$ cat config.mk
export PLATFORM = sky130hd
export DESIGN_NAME = host_trace_capture
export DESIGN_NICKNAME = d
export VERILOG_FILES = /design/src/rtl/host_trace_pkg.sv /design/src/rtl/host_trace_ram.sv /design/src/rtl/host_trace_capture.sv
export SDC_FILE = /design/constraint.sdc
export NUM_CORES = 2
export LEC_CHECK = 0
export BUFFER_PORTS_ARGS = -buffer_cell sky130_fd_sc_hd__buf_4
export CORE_MARGIN = 2
export CORE_UTILIZATION = 40
export DETAILED_ROUTE_END_ITERATION = 16
export GPL_TIMING_DRIVEN = 0
export HOLD_SLACK_MARGIN = 0.1
export PLACE_DENSITY = 0.61
export SYNTH_ARGS = -nofsm -noshare
export SYNTH_HDL_FRONTEND = slang
export SYNTH_SLANG_ARGS = --single-unit
export TNS_END_PERCENT = 100
$ cat constraint.sdc
create_clock -name clk -period 5.3 [get_ports clk]
set_input_delay 0.53 -clock clk [delete_from_list [all_inputs] [get_ports clk]]
set_output_delay 0.53 -clock clk [all_outputs]
set_load 0.01 [all_outputs]
$ cat src/rtl/host_trace_pkg.sv
// host_trace_pkg: shared state encoding and trace record layout
package host_trace_pkg;
    typedef enum logic [1:0] {
        ST_IDLE  = 2'd0,
        ST_ARMED = 2'd1,
        ST_POST  = 2'd2,
        ST_DRAIN = 2'd3
    } state_t;
    localparam int DATA_OFF = 0;
    function automatic int rec_w(input int ts_w, input int data_w);
        return ts_w + 1 + data_w;
    endfunction
    function automatic int valid_off(input int data_w);
        return data_w;
    endfunction
    function automatic int ts_off(input int data_w);
        return data_w + 1;
    endfunction
endpackage

$ cat src/rtl/host_trace_ram.sv
// host_trace_ram: simple dual-port trace buffer with a registered read port
module host_trace_ram #(
    parameter int DEPTH = 64,
    parameter int W     = 49
) (
    input  logic                     clk,
    input  logic                     we,
    input  logic [$clog2(DEPTH)-1:0] waddr,
    input  logic [W-1:0]             wdata,
    input  logic                     re,
    input  logic [$clog2(DEPTH)-1:0] raddr,
    output logic [W-1:0]             rdata
);
    logic [W-1:0] mem [DEPTH];
    // write port and one-cycle registered read; contents are never reset
    always_ff @(posedge clk) begin
        if (we) mem[waddr] <= wdata;
        if (re) rdata <= mem[raddr];
    end
endmodule

$ cat src/rtl/host_trace_capture.sv
// host_trace_capture: pre/post-trigger capture of host config traffic with an oldest-first drain
module host_trace_capture
    import host_trace_pkg::*;
#(
    parameter int DATA_W    = 32,
    parameter int DEPTH     = 64,
    parameter int TS_W      = 16,
    parameter int POST_TRIG = 32,
    parameter int REC_ALL   = 0
) (
    input  logic                     clk,
    input  logic                     reset_n,
    input  logic                     in_config_valid,
    input  logic [DATA_W-1:0]        in_config_data,
    input  logic                     arm,
    input  logic                     trig,
    input  logic                     abort,
    output logic                     rd_valid,
    output logic [TS_W+DATA_W:0]     rd_data,
    input  logic                     rd_ready,
    output logic [1:0]               state,
    output logic [$clog2(DEPTH):0]   rd_count
);
    localparam int AW = $clog2(DEPTH);
    localparam int RW = rec_w(TS_W, DATA_W);
    localparam logic [AW:0] FULL = (AW+1)'(DEPTH);
    localparam logic [AW:0] PT   = (AW+1)'(POST_TRIG);

    state_t          st, st_n;
    logic [TS_W-1:0] ts;
    logic [AW-1:0]   wr_ptr, rd_ptr, wr_nx;
    logic [AW:0]     cnt, cnt_nx, iss_left, post_cnt;
    logic            qual, in_post, post_hit, consume, issue;
    logic            pend, out_v, skid_v;
    logic [1:0]      occ;
    logic [RW-1:0]   out_d, skid_d, ram_q;

    assign qual     = (st == ST_ARMED || st == ST_POST) && (in_config_valid || REC_ALL != 0);
    assign in_post  = st == ST_POST || (st == ST_ARMED && trig);
    assign post_hit = in_post && qual && (post_cnt + 1'b1 == PT);
    assign wr_nx    = wr_ptr + AW'(qual);
    assign cnt_nx   = cnt + (AW+1)'(qual && cnt != FULL);
    assign consume  = out_v && rd_ready;
    assign occ      = 2'(out_v) + 2'(skid_v) + 2'(pend);
    assign issue    = st == ST_DRAIN && !abort && iss_left != '0 && (occ - 2'(consume)) < 2'd2;
    assign rd_valid = out_v;
    assign rd_data  = out_d;
    assign rd_count = cnt;
    assign state    = st;

    host_trace_ram #(.DEPTH(DEPTH), .W(RW)) u_ram (
        .clk   (clk),
        .we    (qual),
        .waddr (wr_ptr),
        .wdata ({ts, in_config_valid, in_config_data}),
        .re    (issue),
        .raddr (rd_ptr),
        .rdata (ram_q)
    );

    // free-running timestamp stamped into every record
    always_ff @(posedge clk or negedge reset_n)
        if (!reset_n) ts <= '0;
        else ts <= ts + 1'b1;

    // next-state: abort wins, capture ends on the POST_TRIG-th post-trigger entry
    always_comb begin
        st_n = st;
        if (abort) st_n = ST_IDLE;
        else
            case (st)
                ST_IDLE:  st_n = arm ? ST_ARMED : ST_IDLE;
                ST_ARMED: st_n = trig ? (post_hit ? ST_DRAIN : ST_POST) : ST_ARMED;
                ST_POST:  st_n = post_hit ? ST_DRAIN : ST_POST;
                ST_DRAIN: st_n = (consume && cnt == (AW+1)'(1)) ? ST_IDLE : ST_DRAIN;
            endcase
    end

    // state, write pointer, entry count and drain read sequencing
    always_ff @(posedge clk or negedge reset_n)
        if (!reset_n) begin
            st       <= ST_IDLE;
            wr_ptr   <= '0;
            rd_ptr   <= '0;
            cnt      <= '0;
            iss_left <= '0;
            post_cnt <= '0;
        end else begin
            st <= st_n;
            if (abort) begin
                cnt      <= '0;
                iss_left <= '0;
            end else if (st == ST_IDLE) begin
                if (arm) begin
                    wr_ptr   <= '0;
                    cnt      <= '0;
                    post_cnt <= '0;
                end
            end else if (st != ST_DRAIN) begin
                wr_ptr <= wr_nx;
                cnt    <= cnt_nx;
                if (in_post && qual) post_cnt <= post_cnt + 1'b1;
                if (st_n == ST_DRAIN) begin
                    rd_ptr   <= (cnt_nx == FULL) ? wr_nx : '0;
                    iss_left <= cnt_nx;
                end
            end else begin
                if (issue) begin
                    rd_ptr   <= rd_ptr + 1'b1;
                    iss_left <= iss_left - 1'b1;
                end
                if (consume) cnt <= cnt - 1'b1;
            end
        end

    // output register plus skid entry absorbing the RAM read latency
    always_ff @(posedge clk or negedge reset_n)
        if (!reset_n) begin
            pend   <= 1'b0;
            out_v  <= 1'b0;
            skid_v <= 1'b0;
            out_d  <= '0;
            skid_d <= '0;
        end else if (abort) begin
            pend   <= 1'b0;
            out_v  <= 1'b0;
            skid_v <= 1'b0;
        end else begin
            pend <= issue;
            if (!out_v || consume) begin
                out_v  <= skid_v || pend;
                skid_v <= skid_v && pend;
                if (skid_v || pend) out_d <= skid_v ? skid_d : ram_q;
                if (skid_v && pend) skid_d <= ram_q;
            end else if (pend) begin
                skid_v <= 1'b1;
                skid_d <= ram_q;
            end
        end
endmodule
Word-level counts from Yosys, hierarchy flattened
Memories as Yosys holds them, arrays and structs flattened. A register that Yosys moved wholly into a read port is not among the register bits.
Cells that the tools add are included.

word-level totals
  output and inout bits = 59
  memory bits (read-only) = 0
  logic and storage cells = 113
  bits in latches = 0
  input port bits = 39
  register bits = 152
  bits in writable memories = 3136
  memories = 1

cells by class
  bitwise gates (word level) = 2
  reductions and logical operators = 34
  equality and inequality tests = 15
  $lt $le $gt $ge = 1
  div/mod/pow operators = 0
  multiply operators = 0
  muxes and demuxes = 38
  $add $sub $neg = 10
  shifts and indexed selects = 0

memory list
  name       depth  bits a word  read ports  clocked after memory_dff  wr ports  RTL line              source
  u_ram.mem  64     49           1           1                         1         host_trace_ram.sv:14  logic [W-1:0] mem [DEPTH];

operator list
  kind                                              count
  2-to-1 mux 49 bit                                 4
  2-to-1 mux 7 bit                                  13
  2-to-1 mux 6 bit                                  7
  adder 16 x 1 -> 16 bit, second input constant     1
  subtractor 7 x 1 -> 7 bit, second input constant  2
  AND reduction 3 bit                               4
  logical AND 1 bit                                 11
  2-to-1 mux 1 bit                                  10
  nonzero test 2 bit                                5
  case mux 2 bit (4 select lines)                   1
  AND reduction 4 bit                               2
  adder 7 x 1 -> 7 bit                              1
  adder 7 x 1 -> 7 bit, second input constant       1
  == test 7 x 1 -> 1 bit, second input constant     1
  == test 7 x 6 -> 1 bit, second input constant     1
  == test 7 bit, second input constant              1
  != test 7 bit, second input constant              1
  nonzero test 7 bit                                1
  adder 6 x 1 -> 6 bit                              1
  adder 6 x 1 -> 6 bit, second input constant       1
  == test 2 bit, second input constant              3
  2-to-1 mux 2 bit                                  3
  != test 2 bit, second input constant              3
  nonzero test 3 bit                                2
  14 further kinds                                  20

Logic depth before layout (Yosys ltp)
  depth after elaboration = 14
  gate-level depth with buffers = 13
  depth with buffers taken out = 13

Hierarchy
Synthesis repeated with hierarchy kept, for this count alone.

second synthesis, totals
  cells, all modules = 5968
  area total of the unflattened synthesis = 127812.6 sq um

modules (own cells, without submodules)
  module              cells each  seq. area each (sq um)  area an instance (sq um)  times used
  host_trace_ram      5283        95641.7                 120483.1                  1
  host_trace_capture  685         3803.6                  7329.5                    1

Least setup slack after synthesis
No wires, ideal clock.

  path type = register to register
  from = register st[0], in the netlist state[0]
  to = memory u_ram.mem[32][0], enable pin
  setup slack = 153 ps
  library setup time = 516 ps
  cell stages (with the launch flop) = 7
  period minus slack after synthesis = 5147 ps
  data arrival time = 4631 ps
  path buffers = 0
  cells stage by stage = dfrtp_1 inv_1 ha_1 nand2_1 nor2_1 nand3_1 nor3_1

between the ends
  word-level cells in the longest chain between the ends = 5
  elaborated cells on any way between the ends = 6

ends and longest elaborated chain
  element                                                  RTL line                  source
  start, declared                                          host_trace_capture.sv:29  state_t st, st_n;
  start signal, assigned                                   host_trace_capture.sv:89  st <= st_n;
  == test 2 x 1 -> 1 bit or == test 2 bit (tied branches)  host_trace_capture.sv:38  assign qual = (st == ST_ARMED || st == ST_POST) && (in_config_valid || REC_ALL != 0);
  logical OR 1 bit (*)                                     host_trace_capture.sv:38
  logical AND 1 bit (*)                                    host_trace_capture.sv:38
  2-to-1 mux 1 bit (*)                                     host_trace_ram.sv:17      if (we) mem[waddr] <= wdata;
  2-to-1 mux 1 bit (implied by the code) (*)               host_trace_ram.sv:17
  end, declared                                            host_trace_ram.sv:14

Mark *: on every way between the ends. The rest lies on a longest branch, timed or not.

==> run metrics <==
status=complete, but fails checks; failing checks=capacitance limit, slew limit; sequential fraction of design power=between 40% and 50%; Top FF cell, synth=edfxtp_1; leakage=47.7 nW; IO Count=98; Cell Int Power=45.0 mW; Core Rows=207; residual DRC count=0; Starting Density=between 40% and 50%; fin util=46.7%; CP Data Arrival Time=~5.1 ns; post-synth top area cell=edfxtp_1; total grt overflow=0; vias in the first global route=62.3k; Critical Path Start=rd_ptr[1]; First DRT Iteration DRCs=8103; H-tree levels=5; Hold Path Stages=1; clk slew on worst S/H paths=0.07 ns; synthesized flop and latch total=~3.3k; gpl congestion=0.805; Mean Syn Cell Area=23.8 sq um; die height=roughly 570 um; DR vias/cell=5.89; CTS buffer count=339; Mapped Cells=about 5.4k; crit path to=u_ram.rdata[22]; nets@finish=6028; Max IR drop VDD=~0.26 mV; total negative slack=0 ns; largest net degree at the start of global routing=96; Unique masters post-synth=65; Final Skew=0.0452 ns; Total Wirelength=353 mm; Slew Viols, Final=11; TritonCTS clock tree=done; clock latency on the worst-skew pair=0.89 ns; FF-to-FF End=u_ram.rdata[22]; CP Capture Type=flop; Slew headroom=-0.550%; clock share of power=39.8%; Routed WL per cell=33.8 um; Worst Path Required=5.81 ns; Reg2Reg Launch Point=rd_ptr[1]; Crit Path Class=flop to flop; Synth top area share=approximately three quarters; Port Buffer Count=97; Tot GR Track Use=roughly 22%; P_sw=13.9 mW; top routing layer in use=met5; FMAX=0.217 GHz; critical path startpoint category=flop; crit path time final=between 4 and 5 ns; Final setup viols=0; Combinational Power Share=between 10% and 20%; Worst Max-Slew Pin Slew=1.51 ns; die area=0.324 sq mm; crit share post-route=slightly below 90%; Synth Warn #=0; Post-CTS Hold Fix Bufs=4; Detail Route Antenna Nets=0; DRT met1 WL=135 mm; DR WL met2=~180 mm; Clock Path Buffers=4; DIE WIDTH=569 um; worst r2r path cells=7; Clock Sink Count=3337; Mapped Area=0.128 sq mm; antenna violations before repair=27; HP Class=input port to flop; Synth-to-Final Area Change=16.2%; Sw Share=23.6%; pwr dens=397 mW/mm^2; Max-cap violations=1; Post-DP HPWL=235 mm; FF-to-FF setup slack=approximately 0.68 ns; Initial DRT Pass Iterations=5; syn nets=5419; Root Buffer=clkbuf_16; setup bufs post-CTS=0; number of flops mapped to enable cells by yosys=about 3.2k; sequential share of the synthesized area=77.9%; dominant cells by area after synthesis=edfxtp_1 (75%), mux4_2 (17%), dfrtp_1 (3.0%); Final Hold Violating Endpoints=0; core box area=0.318 sq mm; CP max FO=10; met3 WL=29.9 mm; via count=a little over 60k; Fill cells=25.6k; share of layout cells above drive strength 1=between 30% and 40%; async set or reset register ratio after synthesis=4.55%; first-pass GRT wire length=between 400 and 500 mm; post-CTS sizing=0; RSZ-0062 raised after global routing=false
## cell type report
type | count | area (sq um) | area share (%)
antenna | 19 | 47.5 | 0.0321
sequential | 3337 | 99500 | 67.1
buffer | 285 | 1310 | 0.882
timing repair buffer | 268 | 4060 | 2.73
clock inverter | 189 | 1680 | 1.13
clock buffer | 425 | 9110 | 6.14
multi-input combinational | 1712 | 27300 | 18.4
inverter | 27 | 101 | 0.0683
tap | 4180 | 5230 | 3.53
## stage by stage
stage / std cells / setup slack (ns) / hold WS [ns] / total power [mW] / instance area [sq um]
2_1_floorplan: 5361 / 0.153 / 0.234 / 33.4 / 128000
3_3_place_gp: 9638 / -6.05 / 0.487 / 35.9 / 134000
3_5_place_dp: 9805 / 0.622 / 0.491 / 36.1 / 137000
4_1_cts: 10400 / 0.631 / 0.115 / 59.3 / 148000
5_1_grt: 10400 / 0.650 / 0.180 / 60.5 / 148000
6_report: 10400 / 0.683 / 0.170 / 58.9 / 148000
## cell usage in the layout, fill, tap and decap left out, types with 26 or more instances in the layout
master / count
edfxtp_1: 3185
mux4_2: 980
clkbuf_16: 349
clkbuf_1: 209
dfrtp_1: 136
buf_12: 134
buf_4: 110
buf_2: 89
a22oi_1: 87
nor2_1: 84
nand2_1: 84
a21oi_1: 74
clkinv_2: 72
nor2_4: 63
clkinv_1: 60
mux2i_1: 55
mux2_2: 50
nand3_1: 29
o21ai_0: 26
## state kept, by name, summed over array words and instances, names as in the netlist, 6 cells and up
register	count
rd_data	49
u_ram.mem	3136
rd_ptr	6
ts	16
skid_d	49
post_cnt	7
wr_ptr	6
u_ram.rdata	49
iss_left	7
rd_count	7
## layer usage
| layer | GRT usage (%) | up-vias |
|---|---|---|
| met5 | 0 | - |
| met4 | 6.28 | 12 |
| met3 | 4.46 | 554 |
| met2 | 36.6 | 2972 |
| met1 | 28.3 | 33700 |
| li1 | - | 24300 |
## critical path, cell delays in order (launching register included)
cell and delay [ns]:
dfrtp_1 0.45, buf_2 0.42, clkbuf_2 0.70, buf_1 0.97, mux4_2 0.45, mux4_2 0.52
mux2i_1 0.36, a21oi_2 0.33
## cell families (layout without fill, tap and decap cells)
family | count (synthesis) | in the layout | synth area share (%)
DFF | 3337 | 3337 | 77.9
muxes | 1086 | 1086 | 18.2
and+or+nand+nor | 331 | 331 | 1.14
buffers and inverters | 312 | 1194 | 1.09
AOI/OAI and AO/OA | 247 | 247 | 1.31
xor gates and xnor gates | 29 | 29 | 0.199
adders and majority gates | 19 | 19 | 0.186
other | 0 | 19 | 0
## power by group through the flow
stage / registers (mW) / clock network, mW / logic [mW]
after floorplan: 29.5 / 0 / 3.95
after global placement: 29.4 / 0 / 6.46
after detailed placement: 29.4 / 0 / 6.64
after CTS: 28.9 / 23.8 / 6.66
after global routing: 28.9 / 24.8 / 6.90
final: 28.9 / 23.5 / 6.60
## cells in the mapped netlist, drive strengths merged (5+ instances only)
cell type,instances
edfxtp,3185
mux4,980
dfrtp,152
clkbuf,151
nor2,151
buf,134
a22oi,87
nand2,84
a21oi,76
mux2i,55
mux2,51
nand3,29
o21ai,27
inv,26
ha,19
xnor2,18
nor3,14
and3,11
xor2,11
a211oi,10
nor2b,9
a31oi,7
a22o,5
nand4,5
o311ai,5
## how the worst min path moves through the flow
stage	from	to	slack, ns
after floorplan	reset_n	iss_left[0]	0.23
after global placement	skid_d[38]	skid_d[38]	0.49
after detailed placement	ts[2]	ts[2]	0.49
after CTS	in_config_data[15]	u_ram.mem[10][15]	0.12
after global routing	in_config_data[30]	u_ram.mem[30][30]	0.18
final	in_config_data[31]	u_ram.mem[28][31]	0.17
No activity file was read; power rests on OpenSTA's default activity.
